`config.mk`:
```
export PLATFORM = sky130hd
export DESIGN_NAME = my_gate_unit
export DESIGN_NICKNAME = d
export VERILOG_FILES = /design/src/rtl/my_gate_pkg.sv /design/src/rtl/my_gate_fifo.sv /design/src/rtl/my_gate_unit.sv
export SDC_FILE = /design/constraint.sdc
export NUM_CORES = 1
export LEC_CHECK = 0
export BUFFER_PORTS_ARGS = -buffer_cell sky130_fd_sc_hd__buf_2
export CORE_MARGIN = 8
export CORE_UTILIZATION = 40
export DETAILED_ROUTE_END_ITERATION = 10
export PLACE_DENSITY_LB_ADDON = 0.08
export SYNTH_ARGS = -nofsm -noshare
export SYNTH_HDL_FRONTEND = slang
export SYNTH_SLANG_ARGS = --single-unit
```
`constraint.sdc`:
```
create_clock -name clk -period 2.6 [get_ports clk]
set_input_delay 0.78 -clock clk [delete_from_list [all_inputs] [get_ports clk]]
set_output_delay 0.78 -clock clk [all_outputs]
set_load 0.005 [all_outputs]
```
`src/rtl/my_gate_pkg.sv`:
```
// Shared definitions for the gate unit and its bench: the operation code enum.
package my_gate_pkg;

    localparam int OP_W = 3;

    typedef enum logic [OP_W-1:0] {
        OP_NOT  = 3'd0,
        OP_AND  = 3'd1,
        OP_OR   = 3'd2,
        OP_XOR  = 3'd3,
        OP_MUX  = 3'd4,
        OP_DMUX = 3'd5,
        OP_NAND = 3'd6,
        OP_NOR  = 3'd7
    } op_t;

endpackage

```
`src/rtl/my_gate_fifo.sv`:
```
// Result queue for my_gate_unit: DEPTH entries of WIDTH bits, valid/ready on both sides.
// in_ready depends only on the stored count, so a full queue never accepts in the cycle it pops.
module my_gate_fifo #(
    parameter int WIDTH = 16,
    parameter int DEPTH = 2
) (
    input  logic             clk,
    input  logic             rst_n,
    input  logic             in_valid_i,
    output logic             in_ready_o,
    input  logic [WIDTH-1:0] in_data_i,
    output logic             out_valid_o,
    input  logic             out_ready_i,
    output logic [WIDTH-1:0] out_data_o
);

    localparam int PTR_W = (DEPTH > 1) ? $clog2(DEPTH) : 1;
    localparam int CNT_W = $clog2(DEPTH + 1);
    localparam logic [PTR_W-1:0] LAST_PTR = PTR_W'(DEPTH - 1);
    localparam logic [CNT_W-1:0] FULL_CNT = CNT_W'(DEPTH);

    logic [WIDTH-1:0] mem_q [DEPTH];
    logic [PTR_W-1:0] wr_ptr_q, wr_ptr_d;
    logic [PTR_W-1:0] rd_ptr_q, rd_ptr_d;
    logic [CNT_W-1:0] count_q, count_d;
    logic             push;
    logic             pop;

    assign in_ready_o  = (count_q < FULL_CNT);
    assign out_valid_o = (count_q != '0);
    assign out_data_o  = out_valid_o ? mem_q[rd_ptr_q] : '0;
    assign push        = in_valid_i && in_ready_o;
    assign pop         = out_valid_o && out_ready_i;

    // Pointers wrap explicitly so non-power-of-two depths work.
    always_comb begin
        wr_ptr_d = wr_ptr_q;
        rd_ptr_d = rd_ptr_q;
        count_d  = count_q;
        if (push) begin
            wr_ptr_d = (wr_ptr_q == LAST_PTR) ? '0 : wr_ptr_q + 1'b1;
        end
        if (pop) begin
            rd_ptr_d = (rd_ptr_q == LAST_PTR) ? '0 : rd_ptr_q + 1'b1;
        end
        case ({push, pop})
            2'b10:   count_d = count_q + 1'b1;
            2'b01:   count_d = count_q - 1'b1;
            default: count_d = count_q;
        endcase
    end

    always_ff @(posedge clk) begin
        if (!rst_n) begin
            wr_ptr_q <= '0;
            rd_ptr_q <= '0;
            count_q  <= '0;
        end else begin
            wr_ptr_q <= wr_ptr_d;
            rd_ptr_q <= rd_ptr_d;
            count_q  <= count_d;
        end
    end

    always_ff @(posedge clk) begin
        if (push) begin
            mem_q[wr_ptr_q] <= in_data_i;
        end
    end

endmodule

```
`src/rtl/my_gate_unit.sv`:
```
// Bitwise gate unit: combinational compute per op code, results queued in my_gate_fifo.
// Optional MY_GATE_UNIT_PARITY_EN adds out_parity, stored per entry at push time.
module my_gate_unit
    import my_gate_pkg::*;
#(
    parameter int WIDTH = 8,
    parameter int DEPTH = 2
) (
    input  logic             clk,
    input  logic             rst_n,
    input  logic             in_valid,
    output logic             in_ready,
    input  logic [2:0]       op,
    input  logic [WIDTH-1:0] in0,
    input  logic [WIDTH-1:0] in1,
    input  logic [WIDTH-1:0] sel,
    output logic             out_valid,
    input  logic             out_ready,
    output logic [WIDTH-1:0] out0,
    output logic [WIDTH-1:0] out1
`ifdef MY_GATE_UNIT_PARITY_EN
    ,
    output logic             out_parity
`endif
);

`ifdef MY_GATE_UNIT_PARITY_EN
    localparam int ENTRY_W = 2 * WIDTH + 1;
`else
    localparam int ENTRY_W = 2 * WIDTH;
`endif

    logic [WIDTH-1:0]   res0;
    logic [WIDTH-1:0]   res1;
    logic [ENTRY_W-1:0] push_entry;
    logic [ENTRY_W-1:0] head_entry;

    always_comb begin
        res0 = '0;
        res1 = '0;
        case (op_t'(op))
            OP_NOT:  res0 = ~in0;
            OP_AND:  res0 = in0 & in1;
            OP_OR:   res0 = in0 | in1;
            OP_XOR:  res0 = in0 ^ in1;
            OP_MUX:  res0 = (in0 & ~sel) | (in1 & sel);
            OP_DMUX: begin
                res0 = in0 & ~sel;
                res1 = in0 & sel;
            end
            OP_NAND: res0 = ~(in0 & in1);
            OP_NOR:  res0 = ~(in0 | in1);
            default: res0 = '0;
        endcase
    end

`ifdef MY_GATE_UNIT_PARITY_EN
    assign push_entry = {^res0, res1, res0};
    assign out_parity = head_entry[2*WIDTH];
`else
    assign push_entry = {res1, res0};
`endif

    // The queue zeroes its head data when empty, which gives the idle output values.
    my_gate_fifo #(
        .WIDTH (ENTRY_W),
        .DEPTH (DEPTH)
    ) u_fifo (
        .clk         (clk),
        .rst_n       (rst_n),
        .in_valid_i  (in_valid),
        .in_ready_o  (in_ready),
        .in_data_i   (push_entry),
        .out_valid_o (out_valid),
        .out_ready_i (out_ready),
        .out_data_o  (head_entry)
    );

    assign out0 = head_entry[WIDTH-1:0];
    assign out1 = head_entry[2*WIDTH-1:WIDTH];

endmodule

```
; Word-level counts from Yosys, hierarchy flattened
; Memories as Yosys holds them, arrays and structs flattened. A register that Yosys moved wholly into a read port is not among the register bits.
; Cells that the tools add are included.
[totals]
ff_bits = 4
mem_bits_rw = 32
in_bits = 31
word_cells = 44
n_memories = 1
[classes]
n_addsub = 4
n_lt_le_gt_ge = 1
eq_ne = 9
muxes = 10
bitwise_logic = 11
n_reduce_logical = 5
[mem_list]
columns = name, depth, word_bits, read_ports, rd_ports_with_merged_regs, wr, line_no
row1 = u_fifo.mem_q, 2, 16, 1, 1, 1, my_gate_fifo.sv:22  ; logic [WIDTH-1:0] mem_q [DEPTH];
[op_table]
columns = op, n
row1 = $pmux W8 S8, 1
row2 = $and A8 B8 Y8, 4
row3 = $not A8 Y8, 4
row4 = $mux W16, 1
row5 = $or A8 B8 Y8, 2
row6 = $eq A3 B3 Y1 const B, 4
row7 = $mux W8, 1
row8 = $xor A8 B8 Y8, 1
row9 = $eq A3 B2 Y1 const B, 2
row10 = $mux W1, 6
row11 = $pmux W2 S2, 1
row12 = $reduce_bool A2 Y1, 2
row13 = $eq A3 B1 Y1 const B, 1
row14 = $logic_not A3 Y1, 1
row15 = $add A1 B1 Y1 const B, 2
row16 = $add A2 B1 Y2 const B, 1
row17 = $eq A2 B1 Y1 const B, 1
row18 = $eq A2 B2 Y1 const B, 1
row19 = $logic_and A1 B1 Y1, 2
row20 = $lt A2 B2 Y1 const B, 1
row21 = $sub A2 B1 Y2 const B, 1

; Depth between registers and ports, before layout
; Gate-level depths: netlist (run 1).
[depth]
word_depth = 4
mapped_depth = 6

; Cells and area by module
; Synthesis (run 1) repeated with hierarchy kept, for this count alone.
[hier_totals]
cells_unflattened = 237
hier_area_um2 = 2389.8
[by_module_without_submodules]
columns = module, instances, cells_each, area_each_um2, seq_area_each_um2
row1 = my_gate_fifo, 1, 92, 1425.1, 1061.0
row2 = my_gate_unit, 1, 145, 964.7, 0.0

; Worst setup path after synthesis (run 1)
; OpenSTA, ideal clock, no wires.
[synth_path]
path_type = input port to flip-flop
startpoint = input port in_valid
endpoint = memory u_fifo.mem_q[0][0], enable pin
t_arrival_ps = 1580
path_slack_ps = 630
stages = 2
path_cell_list = nand2_1 -> nor2_1
[synth_via]
elab_chain_len = 3
[synth_lines]
columns = item, line_no
row1 = start: declaration, my_gate_unit.sv:11  ; input logic in_valid,
row2 = $logic_and A1 B1 Y1, my_gate_fifo.sv:32  ; assign push = in_valid_i && in_ready_o;
row3 = $mux W1, my_gate_fifo.sv:66  ; if (push) begin
row4 = $mux W1 (not written as such), my_gate_fifo.sv:67  ; mem_q[wr_ptr_q] <= in_data_i;
row5 = end: declaration, my_gate_fifo.sv:22
; No other way between the ends.

==> qor.txt, run 1 <==
final non-filler cell total: 362
core area: 5890 µm²
CP Capture Type: primary output
pin count of the biggest net entering global routing: 29
GR peak layer: met2
first-pass GRT wire length: 8620 µm
Clk pin slew, worst setup/hold paths: 70 ps
Die X: 93.8 µm
H-tree Lvls: 2
VDD IR-drop max: 0.000271 V
Post-DRT Antenna Nets: 0
die height: 93.8 µm
# diodes: 0
worst setup path class: reg -> out
Max-cap violations: 0
max-slew violations: 0
final setup vio count: 0
post-CTS sizing: 0
nets: 334
Worst-Margin Slew: 509 ps
Initial Util: 0.412
most frequent cells in the layout: buf_2 (48), edfxtp_1 (32), mux2i_1 (25)
DRC: 0
I/O pin count: 49
iteration-0 DRC count of the detailed router: 64
I/O Buffers: 48
synthesis-stage register bit count: 37
drt wl/cell: 14.2 µm
post-DP HPWL: 3950 µm
Unique masters post-synth: 42
Placed Cells: 354
routing usage on met2: 0.202
fraction of layout cells with a size suffix above 1: 0.244
critical path peak fanout: 13
critical path startpoint category: flop
Post-Syn Instances: 234
number of global-route vias before repair: 1854
Rows: 28
number of synthesized flops with an enable pin: 32
Critical R2R Launch: u_fifo.count_q[0]
Slew headroom: 0.661
clock buffer count from CTS: 5
Sink Count: 37
met3 Usage GRT: 0.0304
All-Layer GR Usage: 0.123
status: complete, no violations
Layout fillers: 584
clk_lat worst skew: 280 ps
Power Density: 669 nW/µm²
fraction of registers with async set/reset: 0
Most used DFF post-synth: edfxtp_1
vias: 1858
Clock Skew: 7.31 ps
fmax: 452 MHz
Arr. time, crit path: 1430 ps
number of synthesis warnings: 0
hold path start: u_fifo.count_q[1]
clk root buf: clkbuf_8
drt pass-1 iters: 4
Hold Buf Count CTS: 0
Final Hold Fails: 0
sequential share of the synthesized area: 0.438
gpl congestion: 0.789
syn_area_per_cell: 10.4 µm²
initial antenna violation count: 0
Remaining Overflow, GRT: 0
Setup TNS: 0 ps
# Post-CTS Setup Buffers: 0
Tcrit/Tclk final: 0.851
clock buffer depth: 2
P&R area growth vs syn: 16.4%
vias per inst: 5.13
most common cell after layout, fill and taps aside: buf_2
critical path required time: 1820 ps
Net Count, Synth: 282
grt met1 use: 0.148
Total Die Area: 8810 µm²
final worst path period need: 2210 ps
Post-Syn Area: 2420 µm²
Leak: 0.00125 µW
CTS tree: yes
RSZ-0062 raised after global routing: no
Hold/Removal Path Class: reg -> reg
final WL: 5140 µm
cells by family (layout without fill, tap and decap cells):
kind of cell,count (synthesis),after routing,synth area share
DFF,37,37,0.438
adders and majority gates,17,17,0.0878
buffers and inverters,33,86,0.0687
muxes,27,27,0.113
and+or+nand+nor,76,76,0.168
xor gates and xnor gates,3,3,0.0108
AOI/OAI and AO/OA,41,41,0.115
registers in the layout, indices dropped and copies added (netlist names), named ones only:
signal	count
u_fifo.rd_ptr_q	1
u_fifo.count_q	2
u_fifo.wr_ptr_q	1
u_fifo.mem_q	32
metal layers:
metal	vias up	part of all wire	wire length, µm
met5	-	0	0
li1	943	-	-
met2	47	0.48	2450
met4	0	0.017	89
met3	7	0.054	280
met1	861	0.45	2320
per-stage QoR:
step / total power, µW / hold slack, ps / util / setup slack [ps] / cell area [µm²]
6_report: 1890 / 521 / 0.479 / 387 / 2820
2_1_floorplan: 1280 / 489 / - / 630 / 2420
4_1_cts: 1920 / 526 / 0.479 / 356 / 2820
5_1_grt: 2040 / 557 / 0.479 / 273 / 2820
3_5_place_dp: 1550 / 517 / 0.465 / 373 / 2740
3_3_place_gp: 1550 / 525 / 0.465 / 389 / 2740
power by group:
group / switching, µW / total, µW / leakage (µW) / internal (µW)
clock: 182 / 368 / 0.0000450 / 185
combinational: 378 / 701 / 0.000861 / 323
sequential: 42.9 / 818 / 0.000347 / 775
layout make-up:
| type | count | area, µm² | share of cell area |
|---|---|---|---|
| inverter | 21 | 78.8 | 0.0280 |
| timing repair buffer | 57 | 308 | 0.109 |
| multi-input combinational | 164 | 1200 | 0.424 |
| sequential | 37 | 1060 | 0.376 |
| clock buffer | 6 | 72.6 | 0.0257 |
| clock inverter | 2 | 10.0 | 0.00355 |
| tap | 75 | 93.8 | 0.0333 |
synth_stat cells, types with 5 or more instances:
library cell,count,area share
nand2b_1,7,0.018
nor2_1,21,0.033
a21oi_1,8,0.017
dfxtp_1,5,0.041
buf_2,6,0.012
o21ai_0,8,0.017
inv_1,21,0.033
nand3b_1,5,0.015
mux2i_1,25,0.10
ha_1,17,0.088
and3_1,11,0.028
nand2_1,12,0.019
edfxtp_1,32,0.40
critical path: stages, from the launching register on:
cell and delay [ps]:
dfxtp_1 420, buf_4 290, mux2i_1 260, nor2_1 50, buf_2 120
worst paths after layout:
| path | end | slack (ps) | depth (start not counted) |
|---|---|---|---|
| setup / recovery | out0[7] | 390 | 4 |
| hold / removal | u_fifo.count_q[1] | 520 | 2 |
| setup reg to reg | u_fifo.count_q[1] | 800 | 6 |
| hold reg to reg | u_fifo.count_q[1] | 520 | 2 |
Note: power is estimated with default switching activity, not from simulation.
==> run 2, diff against run 1 <==
SYNTH_HIERARCHICAL = 1   (was unset)
==> run 2 against run 1 <==
Sequential share of layout area rose by 0.58 points. Clock power fell by 3%. Clock skew fell by 4.2 ps. Register-to-register slack improved by 190 ps. First-iteration DRC count rose by 23%. Largest power group unchanged.
==> qor.txt, run 2 <==
status: complete, no violations
Most used DFF post-synth: edfxtp_1
final WL: 4990 µm
RSZ-0062 raised after global routing: no
Hold/Removal Path Class: reg -> reg
first-pass GRT wire length: 8220 µm
fraction of registers with async set/reset: 0
DRC: 0
Slew headroom: 0.697
Post-Syn Instances: 237
Crit path largest cell delay: 340 ps
Sink Count: 37
Final Hold Fails: 0
clk_lat worst skew: 280 ps
Post-DRT Antenna Nets: 0
most numerous cell in the Yosys netlist: edfxtp_1
drt wl/cell: 13.7 µm
CP Capture Type: primary output
Rows: 28
core area: 5850 µm²
critical path peak fanout: 14
Hold Buf Count CTS: 0
post-route worst setup slack: 508 ps
Die X: 93.3 µm
fmax: 478 MHz
Power Density: 695 nW/µm²
gpl congestion: 0.770
fraction of layout cells with a size suffix above 1: 0.228
hold path depth: 2
leading area contributor after synthesis: edfxtp_1
Remaining Overflow, GRT: 0
final setup vio count: 0
GR peak layer: met2
clk root buf: clkbuf_8
# diodes: 0
number of synthesized flops with an enable pin: 32
Max-cap violations: 0
reg2reg end: u_fifo/count_q[1]
hold endpoint: u_fifo/count_q[1]
top-area cell type share of the netlist area: 0.402
Reg with most FFs: u_fifo/mem_q
worst setup path class: reg -> out
Crit. Startpoint: u_fifo/count_q[1]
max reg flops: 32
Initial Util: 0.408
placed cell areas: 2700 µm²
Unique masters post-synth: 39
Setup TNS: 0 ps
final non-filler cell total: 364
grt met1 use: 0.143
syn_area_per_cell: 10.1 µm²
Leak: 0.00121 µW
most frequent cells in the layout: buf_2 (48), edfxtp_1 (32), inv_1 (23), nor2_1 (23), mux2i_1 (18)
# Post-CTS Setup Buffers: 0
Clk pin slew, worst setup/hold paths: 60 ps
VDD IR-drop max: 0.000379 V
biggest regs: u_fifo/mem_q (32), u_fifo/count_q (2)
final worst path period need: 2090 ps
CTS tree: yes
drt pass-1 iters: 4
CP Cell Sequence: nor2_1 -> buf_4 -> nor2_1 -> buf_2
number of synthesis warnings: 6
final instance area: 2780 µm²
I/O Buffers: 48
pin count of the biggest net entering global routing: 30
reg-to-reg setup timing slack: 990 ps
initial antenna violation count: 0
synth cell count leaders: edfxtp_1 (32), inv_1 (23), nor2_1 (23)
vias per inst: 5.04
die height: 93.3 µm
vias: 1836
Arr. time, crit path: 1310 ps
Worst-Margin Slew: 454 ps
Clock Skew: 3.10 ps
pre-CTS WS: 475 ps
Placed Cells: 357
critical path required time: 1820 ps
met3 Usage GRT: 0.0304
worst reg2reg path depth: 5
post-CTS sizing: 0
largest cells by area after synthesis: edfxtp_1 (40%), ha_1 (8.9%), mux2i_1 (7.5%), dfxtp_1 (4.2%), inv_1 (3.6%)
hold path start: u_fifo/count_q[1]
cell mode on critical path: nor2_1
clock buffer count from CTS: 5
nets: 337
sequential share of the synthesized area: 0.444
Layout fillers: 571
clock buffer depth: 2
max-slew violations: 0
Net Count, Synth: 285
I/O pin count: 49
H-tree Lvls: 2
Post-Syn Area: 2390 µm²
Critical R2R Launch: u_fifo/count_q[1]
number of global-route vias before repair: 1784
All-Layer GR Usage: 0.120
P&R area growth vs syn: 16.2%
iteration-0 DRC count of the detailed router: 79
Total Die Area: 8700 µm²
synthesis-stage register bit count: 37
Tcrit/Tclk final: 0.805
most common cell after layout, fill and taps aside: buf_2
routing usage on met2: 0.196
Crit-path slowest cell: dfxtp_1
post-DP HPWL: 3870 µm
critical path startpoint category: flop
[run 2: worst max-delay path by stage]
stage | end | slack, ps | cells past startpoint
global route | out0[0] | 390 | 4
floorplan | u_fifo/mem_q[0][0] | 620 | 2
global placement | u_fifo/mem_q[0][3] | 480 | 6
finish | out0[1] | 510 | 4
CTS | out0[2] | 480 | 4
detailed placement | u_fifo/mem_q[0][3] | 480 | 6
[run 2: through the flow]
step | hold slack (ps) | utilization | total power (µW)
floorplan | 487 | - | 1310
global placement | 516 | 0.462 | 1600
detailed placement | 521 | 0.462 | 1610
CTS | 539 | 0.475 | 1960
global route | 590 | 0.475 | 2080
finish | 535 | 0.475 | 1930
[run 2: cell families (layout without fill, tap and decap cells)]
group,count (synthesis),in the layout,synth area share
XOR/XNOR,3,3,0.0110
adder cells (fa/ha/maj),17,17,0.0890
buffers and inverters,36,88,0.0754
multiplexers,21,21,0.0990
AO/OA/AOI/OAI,45,45,0.115
flip-flops,37,37,0.444
AND/OR/NAND/NOR,78,78,0.167
[run 2: layout make-up]
class                      instances  area [µm²]  area share
multi-input combinational        164        1150       0.414
clock inverter                     1        3.75     0.00135
tap                               75        93.8      0.0338
inverter                          24        90.1      0.0324
clock buffer                       6        72.6      0.0261
timing repair buffer              57         308       0.111
sequential                        37        1060       0.382
[run 2: report_power, final]
group          internal [µW]  total, µW  leakage [µW]  switching, µW
Clock                    180        358     0.0000387            178
Sequential               774        817      0.000346           42.8
Combinational            348        754      0.000829            406
[run 2: critical path: cells and delay by family, from the launching register on]
kind	cells	cell delay [ps]
flops	1	340
simple gates	2	310
buf+inv	2	380
[run 2: metal layers]
| layer | vias up | share of wire |
|---|---|---|
| met5 | - | 0 |
| met4 | 0 | 0.017 |
| met3 | 6 | 0.044 |
| met2 | 43 | 0.47 |
| met1 | 844 | 0.47 |
| li1 | 943 | - |
==> run 3, diff against run 2 <==
clock period = 1.7 ns   (was 2.6 ns; I/O delays follow)
==> run 3 against run 2 <==
The flow now finishes with violations (setup timing). Sequential cell count unchanged. Via count up 2.1%. Count of clock-buffer cells in the layout unchanged. Die area unchanged. Critical path depth unchanged. Worst hold slack worse by 53 ps. Non-clock buffer count up 19. Clock skew up 1.8 ps. Final cell count up 5.5%. Global-route usage up 0.65 points. Setup slack worse by 520 ps. Core utilization up 3.9 points. Critical path type unchanged. Largest cell class unchanged. Highest routed layer unchanged.
==> qor.txt, run 3 (same netlist as run 2, synthesis figures left out) <==
failing checks: setup timing
Total Die Area: 8700 µm²
vias per inst: 4.88
Arr. time, crit path: 1200 ps
clk_lat worst skew: 290 ps
core area: 5850 µm²
most frequent cells in the layout: buf_2 (48), edfxtp_1 (32), buf_4 (24)
die height: 93.3 µm
# diodes: 0
final WL: 5160 µm
CTS tree: yes
status: finished, violations left
Core Util, Final: 0.514
pre-CTS WS: -148 ps
VDD IR-drop max: 0.000685 V
gpl congestion: 0.823
Placed Cells: 374
I/O pin count: 49
Slew headroom: 0.625
P&R area growth vs syn: 25.8%
max reg flops: 32
critical path startpoint category: flop
most common cell after layout, fill and taps aside: buf_2
clk root buf: clkbuf_8
Tcrit/Tclk final: 1.01
Leak: 0.00133 µW
Sink Count: 37
initial antenna violation count: 0
pin count of the biggest net entering global routing: 18
CP bufs+invs: 2
clock buffer depth: 2
CP Capture Type: primary output
All-Layer GR Usage: 0.126
CP Cell Sequence: buf_12 -> mux2i_2 -> nor2_1 -> buf_2
post-DP HPWL: 3950 µm
Clk pin slew, worst setup/hold paths: 70 ps
Crit path largest cell delay: 390 ps
Hold/Removal Path Class: in -> reg
Final Hold Fails: 0
clock buffer count from CTS: 5
vias: 1874
critical path required time: 1190 ps
final non-filler cell total: 384
Rows: 28
fraction of layout cells with a size suffix above 1: 0.311
Remaining Overflow, GRT: 0
max-slew violations: 0
number of global-route vias before repair: 1815
final worst path period need: 1710 ps
biggest regs: u_fifo/mem_q (32), u_fifo/count_q (2)
post-route worst setup slack: -13.6 ps
nets: 356
critical path peak fanout: 8
Crit-path slowest cell: dfxtp_4
fmax: 584 MHz
Max-cap violations: 0
first-pass GRT wire length: 8730 µm
RSZ-0062 raised after global routing: yes
H-tree Lvls: 2
DRC: 0
Power Density: 1090 nW/µm²
Reg with most FFs: u_fifo/mem_q
Initial Util: 0.408
iteration-0 DRC count of the detailed router: 119
Clock Skew: 4.89 ps
Worst-Margin Slew: 561 ps
final setup vio count: 5
drt wl/cell: 13.4 µm
Post-DRT Antenna Nets: 0
drt pass-1 iters: 4
Die X: 93.3 µm
worst setup path class: reg -> out
I/O Buffers: 48
Top delay family on crit path: flip-flops
run 3: changes by cell type in the layout (fill, tap and decap cells not counted), moves of 2 or more:
cell      previous run  this run
mux2i_2              0         4
buf_4                9        24
mux2i_1             18        14
buf_12               0         2
dfxtp_2              0         2
dfxtp_1              5         2
nor2_1              23        21
clkinv_2             0         2
run 3: cell type report:
class | count | area [µm²]
clock inverters | 2 | 10.0
well taps | 75 | 93.8
multi-input cells | 164 | 1170
clock buffers | 6 | 72.6
fillers | 563 | 2840
flip-flops and latches | 37 | 1070
repair buffers | 76 | 499
inverters | 24 | 90.1
run 3: path summary, 6_finish.rpt:
kind	startpoint	endpoint	slack, ps	cells after the start
worst min-delay path	rst_n	u_fifo/rd_ptr_q	480	2
worst max register to register	u_fifo/count_q[1]	u_fifo/count_q[1]	220	5
worst max-delay path	flop	out0[7]	-10	4
worst min register to register	u_fifo/count_q[1]	u_fifo/count_q[1]	530	2
run 3: power breakdown:
part	leakage [µW]	internal, µW	switching [µW]
Sequential	0.000347	1190	95.9
Clock	0.0000450	283	288
Combinational	0.000942	744	670
Total	0.00133	2220	1050
run 3: what timing repair did:
| action | 4_1_cts | 5_1_grt |
|---|---|---|
| buffers inserted | 0 | 0 |
| pin swaps | 1 | 2 |
| hold buffers | 0 | 0 |
| cloned | 2 | 0 |
| setup endpoints to repair | 17 | 16 |
| resized for setup | 11 | 2 |
run 3: routing by layer:
layer | global-route usage | vias to the layer above | wire length, µm
met2 | 0.201 | 42 | 2370
li1 | - | 985 | -
met5 | 0 | - | 0
met3 | 0.0264 | 6 | 269
met1 | 0.160 | 841 | 2430
met4 | 0.0564 | 0 | 91
run 3: metrics by stage:
| step | total power (µW) | hold slack [ps] | setup TNS, ps | area (µm²) |
|---|---|---|---|---|
| floorplan | 2000 | 487 | 0 | 2390 |
| global placement | 2570 | 538 | -701 | 2860 |
| detailed placement | 2570 | 529 | -1610 | 2860 |
| CTS | 3320 | 468 | -297 | 3000 |
| global route | 3520 | 479 | -956 | 3010 |
| finish | 3280 | 482 | -39.9 | 3010 |
